===== config.mk =====
export PLATFORM = sky130hd
export DESIGN_NAME = phased_wave_gen
export DESIGN_NICKNAME = d
export VERILOG_FILES = /design/src/rtl/wave_gen_pkg.sv /design/src/rtl/wave_phase_cmp.sv /design/src/rtl/phased_wave_gen.sv
export SDC_FILE = /design/constraint.sdc
export NUM_CORES = 1
export LEC_CHECK = 0
export ABC_AREA = 1
export ABC_CLOCK_PERIOD_IN_PS = 4110
export CELL_PAD_IN_SITES_DETAIL_PLACEMENT = 0
export CELL_PAD_IN_SITES_GLOBAL_PLACEMENT = 1
export CORE_ASPECT_RATIO = 2
export CORE_UTILIZATION = 45
export CTS_CLUSTER_DIAMETER = 80
export DETAILED_ROUTE_END_ITERATION = 16
export PLACE_DENSITY_LB_ADDON = 0.1
export REMOVE_ABC_BUFFERS = 1
export SYNTH_ARGS = -nofsm -noshare
export SYNTH_HDL_FRONTEND = slang
export SYNTH_HIERARCHICAL = 1
export SYNTH_SLANG_ARGS = --single-unit

===== constraint.sdc =====
create_clock -name clk -period 4.11 [get_ports clk]
set_input_delay 0.822 -clock clk [delete_from_list [all_inputs] [get_ports clk]]
set_output_delay 0.822 -clock clk [all_outputs]
set_load 0.02 [all_outputs]

===== src/rtl/wave_gen_pkg.sv =====
// Shared constants for the phased square-wave generator: reset-time
// configuration and the default per-channel phase rule.
package wave_gen_pkg;

   // Configuration loaded by reset.
   localparam int DEF_PERIOD = 4;
   localparam int DEF_HIGH   = 2;

   // Reset-time phase for channel ch: channels step through 0..3.
   function automatic int default_phase(input int ch);
      return ch & 3;
   endfunction

endpackage


===== src/rtl/wave_phase_cmp.sv =====
// One channel's phase comparator.
// Works out where the shared counter sits inside this channel's shifted
// period, then decides whether the channel is in its high window.
// Math is one bit wider than the fields, so cnt + period cannot overflow
// even at period = 2^CNT_W-1.
module wave_phase_cmp #(
   parameter int CNT_W = 8
) (
   input  logic [CNT_W-1:0] cnt,
   input  logic [CNT_W-1:0] period,
   input  logic [CNT_W-1:0] high,
   input  logic [CNT_W-1:0] phase,
   output logic             hit
);

   logic [CNT_W:0] cnt_x;
   logic [CNT_W:0] per_x;
   logic [CNT_W:0] ph_x;
   logic [CNT_W:0] off;

   // Phase-shifted position within the period and the high-window test.
   always_comb begin
      cnt_x = {1'b0, cnt};
      per_x = {1'b0, period};
      ph_x  = {1'b0, phase};
      off   = '0;
      if (cnt_x >= ph_x) begin
         off = cnt_x - ph_x;
      end else begin
         off = cnt_x + per_x - ph_x;
      end
      // A phase outside the period silences the channel.
      hit = (ph_x < per_x) && (off < {1'b0, high});
   end

endmodule


===== src/rtl/phased_wave_gen.sv =====
// Multi-channel square-wave generator.
// A shared period counter drives NUM_CH phase comparators. All channels share
// one period and high time; each channel has its own phase offset. New
// settings are accepted into a one-entry shadow and become active either at
// the end of a period or on the first disabled clock, so a running waveform
// always completes its current period before it changes.
module phased_wave_gen
   import wave_gen_pkg::*;
#(
   parameter int NUM_CH = 2,
   parameter int CNT_W  = 8
) (
   input  logic                    clk,
   input  logic                    reset,
   input  logic                    en,
   input  logic                    cfg_valid,
   output logic                    cfg_ready,
   input  logic [CNT_W-1:0]        cfg_period,
   input  logic [CNT_W-1:0]        cfg_high,
   input  logic [NUM_CH*CNT_W-1:0] cfg_phase,
   output logic [NUM_CH-1:0]       out,
   output logic                    wrap
);

   // Active configuration.
   logic [CNT_W-1:0]        act_period;
   logic [CNT_W-1:0]        act_high;
   logic [NUM_CH*CNT_W-1:0] act_phase;

   // Pending shadow configuration.
   logic                    pending;
   logic [CNT_W-1:0]        pend_period;
   logic [CNT_W-1:0]        pend_high;
   logic [NUM_CH*CNT_W-1:0] pend_phase;

   logic [CNT_W-1:0]        cnt;
   logic [CNT_W:0]          cnt_inc;
   logic                    run;
   logic                    at_end;
   logic                    apply;
   logic                    cfg_fire;
   logic [NUM_CH-1:0]       hit;

   // The counter only moves when enabled with a non-idle period. The end test
   // uses the widened increment so period = 2^CNT_W-1 wraps correctly.
   always_comb begin
      cnt_inc  = {1'b0, cnt} + {{CNT_W{1'b0}}, 1'b1};
      run      = en && (act_period != '0);
      at_end   = run && (cnt_inc >= {1'b0, act_period});
      // The shadow applies on a period wrap, or straight away once disabled.
      apply    = pending && (!en || at_end);
      cfg_ready = !pending;
      cfg_fire  = cfg_valid && !pending;
   end

   for (genvar g = 0; g < NUM_CH; g++) begin : g_ch
      wave_phase_cmp #(
         .CNT_W (CNT_W)
      ) u_cmp (
         .cnt    (cnt),
         .period (act_period),
         .high   (act_high),
         .phase  (act_phase[g*CNT_W +: CNT_W]),
         .hit    (hit[g])
      );
   end

   // Counter, active/shadow configuration and registered outputs.
   // Reset wins over both the handshake and the enable.
   always_ff @(posedge clk) begin
      if (reset) begin
         cnt        <= '0;
         out        <= '0;
         wrap       <= 1'b0;
         pending    <= 1'b0;
         act_period <= CNT_W'(DEF_PERIOD);
         act_high   <= CNT_W'(DEF_HIGH);
         for (int i = 0; i < NUM_CH; i++) begin
            act_phase[i*CNT_W +: CNT_W] <= CNT_W'(default_phase(i));
         end
      end else begin
         // Outputs reflect the counter value present before this edge.
         out  <= en ? hit : '0;
         wrap <= at_end;

         if (apply) begin
            act_period <= pend_period;
            act_high   <= pend_high;
            act_phase  <= pend_phase;
            cnt        <= '0;
         end else if (run) begin
            cnt <= at_end ? '0 : cnt_inc[CNT_W-1:0];
         end else if (en) begin
            // Enabled with an idle period: keep the counter parked at zero.
            cnt <= '0;
         end

         // A transfer needs an empty shadow and an apply needs a full one,
         // so the two never coincide.
         if (cfg_fire) begin
            pending <= 1'b1;
         end else if (apply) begin
            pending <= 1'b0;
         end
      end
   end

   // Shadow data capture; only meaningful while pending is set.
   always_ff @(posedge clk) begin
      if (cfg_fire) begin
         pend_period <= cfg_period;
         pend_high   <= cfg_high;
         pend_phase  <= cfg_phase;
      end
   end

endmodule


==> Word level (Yosys, flattened, before mapping) <==
Index checks and enable logic that the tools add are counted.
{ "totals": {"regBits": 76, "latch_bits": 0, "ramBits": 0, "rom_bits": 0, "inputBits": 36, "output_inout_bits": 4, "mem_count": 0} }
{ "classes": {"n_addsub": 6, "mul": 0, "n_div": 0, "magnitude_cmp": 7, "n_eq_ne": 0, "shift": 0, "n_mux": 7, "n_bitwise": 1, "reduce_logical": 14} }
{ "ops": {"columns": ["operator", "n"], "rows": [
  ["$mux 8", 3],
  ["$lt 9x8->1", 2],
  ["$mux 9", 2],
  ["$sub 8x8->9", 2],
  ["$sub 9x8->9", 2],
  ["$ge 8x8->1", 2],
  ["$lt 8x8->1", 2],
  ["$add 8x1->9 const B", 1],
  ["$add 8x8->9", 1],
  ["$ge 9x8->1", 1],
  ["$reduce_bool 8->1", 1],
  ["$logic_and 1x1->1", 6],
  ["$reduce_bool 2->1", 2],
  ["$reduce_or 2->1", 2],
  ["$logic_not 1->1", 2],
  ["$mux 1", 2],
  ["$logic_or 1x1->1", 1],
  ["$not 1->1", 1]
]} }

==> Depth between registers and ports, before layout <==
Gate-level depths: netlist (run 1).
{ "logic_depth": {"ltp_word": 7, "ltp_mapped": 20, "ltp_nobuf": 20} }

==> By module <==
Netlist (run 1), hierarchy kept.
{ "by_module_without_submodules": {"columns": ["module", "instances", "cells_per_inst", "area_each_um2", "seq_area_each_um2"], "rows": [
  ["phased_wave_gen", 1, 358, 3199.3, 1841.8],
  ["wave_phase_cmp at g_ch[0].u_cmp", 1, 235, 1512.7, 0.0],
  ["wave_phase_cmp at g_ch[1].u_cmp", 1, 232, 1507.7, 0.0]
]} }

==> Worst setup path before layout (run 1) <==
OpenSTA, ideal clock, no wires.
{ "synth_timing": {"path_kind": "flip-flop to flip-flop", "startpoint": "register cnt[1]", "endpoint": "register out[0]", "setup_time_ns": 0.115, "arrival_time_ns": 2.927, "slack_ns": 1.068, "stages_incl_launch_ff": 18, "path_buffers": 0, "period_less_slack_ns": 3.042, "cell_sequence": "dfxtp_1 > inv_1 > fa_1 > fa_1 > nand3b_1 > nand2_1 > nand2_1 > o21bai_1 > o21ai_0 > a21oi_1 > a31oi_1 > ha_1 > nand2_1 > inv_1 > nand3_1 > a21oi_1 > nor2_1 > and3_1"} }
{ "synth_between": {"elab_chain_cells": 5, "elab_cells_between_ends": 7, "cone_classes": "add/sub (3); order compare (2); mux (1); reduce/logical (1)"} }
{ "synth_lines": {"columns": ["item", "line_no", "text"], "rows": [
  ["start: declaration", "phased_wave_gen.sv:36", "logic [CNT_W-1:0] cnt;"],
  ["start signal: assignment", "phased_wave_gen.sv:92", "cnt <= at_end ? '0 : cnt_inc[CNT_W-1:0];"],
  ["$add 8x8->9", "wave_phase_cmp.sv:30", "off = cnt_x + per_x - ph_x;"],
  ["$sub 9x8->9", "wave_phase_cmp.sv:30", null],
  ["$mux 9 (*)", "wave_phase_cmp.sv:27", "if (cnt_x >= ph_x) begin"],
  ["$lt 9x8->1 (*)", "wave_phase_cmp.sv:33", "hit = (ph_x < per_x) && (off < {1'b0, high});"],
  ["$logic_and 1x1->1 (*)", "wave_phase_cmp.sv:33", null],
  ["via hit[0]", "phased_wave_gen.sv:42", "logic [NUM_CH-1:0] hit;"],
  ["end signal: assignment", "phased_wave_gen.sv:83", "out <= en ? hit : '0;"],
  ["end: declaration", "phased_wave_gen.sv:21", "output logic [NUM_CH-1:0] out,"]
]} }
The timed path passes the listed nets; every way through them passes the cells marked *.
A chain may end at the register's enable or synchronous reset.

==> Worst setup path in the final report (run 1) <==
{ "layout_timing": {"startpoint": "register cnt[4]", "endpoint": "register out[0]"} }
Same word-level chain as after synthesis.

==> metrics.md, run 1 <==
| Metric | Value |
|---|---|
| Run status | `finished clean` |
| Post-synth top area share | `15.4%` |
| Worst VDD drop | `229 uV` |
| Setup ws final | `615 ps` |
| Final min period | `3500 ps` |
| Post-Route Skew | `13.6 ps` |
| Most common cell in the netlist | `inv_1` |
| GRT overflow | `0` |
| Syn_area_per_cell | `7.54 sq um` |
| # DRC | `0` |
| Vias in the first global route | `5,379` |
| Slew headroom | `53.8%` |
| Worst EP arrival | `3790 ps` |
| Primary FF master, synth | `dfxtp_1` |
| Starting density of the core | `46.3%` |
| Post-CTS Hold Buffers | `0` |
| Num Clock Sinks | `76` |
| Core area | `0.0134 sq mm` |
| Max H-tree Level | `3` |
| Top post-synthesis cells by area | `edfxtp_1 15%, ha_1 15%, dfxtp_1 14%` |
| RSZ-0062 raised after global routing | `false` |
| Critical Path RT | `4400 ps` |
| Worst Tran Pin Value | `693 ps` |
| Worst-Skew Late Latency | `350 ps` |
| Placed Cells | `1,010` |
| Initial antenna violation count | `0` |
| CP max FO | `8` |
| HPWL after DPL | `14,000 um` |
| Average wire per standard cell | `17.1 um` |
| Rows | `60` |
| R2R depth | `18` |
| Share of cells above drive strength 1 | `7.35%` |
| WS Path Type | `reg2reg` |
| Hold Path Class | `reg2reg` |
| Max-cap violations | `0` |
| Non-filler instance count after layout | `1,026` |
| Gpl congestion | `1.02` |
| CTS root buffer | `clkbuf_16` |
| Post-synth EDFFs | `32` |
| Post-cts resize count | `0` |
| Sequential cell area | `0.00184 sq mm` |
| Chip Width | `85.1 um` |
| PortBufs | `39` |
| DIE HEIGHT | `168 um` |
| First-pass GRT wire length | `26,900 um` |
| Synthesis Warnings | `6` |
| Routed vias/inst | `5.22` |
| Final count of pins violating max slew | `0` |
| Leakage power | `0.00352 uW` |
| Crit. Startpoint | `cnt[4]$_SDFFE_PP0P_` |
| Die footprint | `0.0143 sq mm` |
| Commonest cells in the netlist | `196 x inv_1, 157 x nand2_1, 73 x ha_1` |
| Seq cells post-synth | `76` |
| Crit. End Element | `flip-flop` |
| Worst-path clk slew | `70 ps` |
| Post-CTS Setup Inserts | `0` |
| Final setup vio count | `0` |
| Fin crit share | `85.0%` |
| 1st-iter DRT viols | `234` |
| Mapped Area | `0.00622 sq mm` |
| Number of filler cells placed in the layout | `1,359` |
| Critical path startpoint category | `flip-flop` |
| Post-DRT Antenna Nets | `0` |
| Setup crit end | `out[0]$_SDFF_PP0_` |
| Largest net degree at the start of global routing | `65` |
| Io pins | `40` |
| R2R Setup Slk | `610 ps` |
| Post-synth cell types | `39` |
| TritonRoute pass-1 iters | `5` |
| Final TNS setup | `0 ps` |
| R2R Path End | `out[0]$_SDFF_PP0_` |
| Num CTS Buffers | `9` |
| Power Density | `396 mW/mm^2` |
| Tot GR Track Use | `25.6%` |
| Final net count | `993` |
| Most area-hungry cell type in the Yosys netlist | `edfxtp_1` |
| CTS tree | `yes` |
| Final hold viol count | `0` |
| Asr flop ratio synth | `0%` |
| Routed vias | `5,356` |
| Final WL | `17,600 um` |
| Area of the multi-input gates | `0.00352 sq mm` |
| Syn Inst Count | `825` |
| Reg-to-reg startpoint | `cnt[4]$_SDFFE_PP0P_` |
| Max Root-Sink Buffers | `2` |
| Sequential area share after synthesis | `29.6%` |
| Ant. Diodes | `0` |
| Peak Freq | `286 MHz` |
| Pre-CTS setup slack | `558 ps` |
| Area Overhead vs Synth | `13.6%` |
## routing by layer
metal / vias up / GRT usage [%] / share of wire [%]
li1: 2665 / - / -
met1: 2496 / 23.3 / 34
met2: 129 / 49.3 / 55
met3: 66 / 2.84 / 2.4
met4: 0 / 20.6 / 8.7
met5: - / 0 / 0
## flip-flops by register name, indices dropped and copies added (netlist names)
signal,cells
out,2
pend_period,8
pend_phase,16
act_period,8
wrap,1
pend_high,8
act_phase,16
act_high,8
pending,1
cnt,8
## worst min-delay path by stage
stage	slack, ps	to	depth (start not counted)	start
floorplan	450	act_high[1]$_SDFFE_PP1P_	2	act_high[1]$_SDFFE_PP1P_
detailed placement	490	act_high[1]$_SDFFE_PP1P_	2	pend_high[1]$_DFFE_PP_
finish	500	act_high[1]$_SDFFE_PP1P_	2	pend_high[1]$_DFFE_PP_
global placement	480	act_phase[8]$_SDFFE_PP1P_	2	pend_phase[8]$_DFFE_PP_
global route	530	act_phase[8]$_SDFFE_PP1P_	2	pend_phase[8]$_DFFE_PP_
CTS	510	act_high[1]$_SDFFE_PP1P_	2	pend_high[1]$_DFFE_PP_
## stage by stage
| stage | hold slack [ps] | util [%] | power, uW | area, sq um |
|---|---|---|---|---|
| floorplan | 451 | - | 1660 | 6110 |
| global placement | 484 | 50.3 | 1950 | 6760 |
| detailed placement | 487 | 50.3 | 1970 | 6760 |
| CTS | 506 | 52.6 | 2810 | 7070 |
| global route | 525 | 52.6 | 2970 | 7070 |
| finish | 505 | 52.6 | 2800 | 7070 |
## placed cells by master, fill, tap and decap left out, types with 2 or more instances in the layout
master             n
a31oi_1            8
o21ai_1            2
and3_1             2
mux2i_1            6
nand3_1           61
a21oi_1           57
a21oi_2            2
nor2_2             5
inv_1            196
dfxtp_1           43
nand3_2            5
xor2_1            14
inv_2              3
ha_1              73
inv_8              3
a211oi_1           2
nand3b_1           4
nand2_8            2
clkbuf_16         10
buf_4              7
o21ai_0           15
clkinv_4           2
nand2_1          157
o22ai_1            2
o21bai_1           3
nor2_1            57
edfxtp_1          32
clkdlybuf4s50_1   39
nand4_1            3
fa_1              18
nand2_4            4
xnor2_1            9
nand2_2           15
## report_power, final
part           switching [uW]  total, uW  internal (uW)
clock                     376        840            464
sequential               47.5        885            837
combinational             646       1070            426
## cell type report
class	instances	area share, %
Multi-Input combinational cell	533	49.9
Inverter	200	10.6
Clock buffer	10	3.54
Timing Repair Buffer	46	6.27
Tap cell	155	2.74
Sequential cell	76	26.1
Clock inverter	6	0.850
## logic make-up (layout without fill, tap and decap cells)
logic type,count (synthesis),in the layout,synth area share [%]
flops,76,76,29.6
buf+inv,216,262,13.8
simple gates,318,318,23.5
xor+xnor,23,23,3.24
fa+ha+maj,91,91,20.5
compound gates,95,95,8.41
mux,6,6,0.966
## critical path, cell delays in order (launching register included)
cell and delay (ps):
dfxtp_1 520, inv_1 110, fa_1 570, inv_1 50, ha_1 350, inv_1 70, o21ai_0 250, nand3_1 110
nand3_1 100, xnor2_1 120, nand2_1 60, o21ai_0 80, inv_1 70, ha_1 170, a211o_2 310, nor2_2 160
nand2_1 80, nor2_1 90, and3_1 150
No activity file was read; power rests on OpenSTA's default activity.
==> run 2, diff against run 1 <==
--- a/config.mk
+++ b/config.mk
@@ -12,6 +12,7 @@
 export CORE_ASPECT_RATIO = 2
 export CORE_UTILIZATION = 45
 export CTS_CLUSTER_DIAMETER = 80
+export CTS_CLUSTER_SIZE = 30
 export DETAILED_ROUTE_END_ITERATION = 16
 export PLACE_DENSITY_LB_ADDON = 0.1
 export REMOVE_ABC_BUFFERS = 1
==> results of run 2 <==
Same layout as run 1: the final DEF is identical, and so are final timing and power.
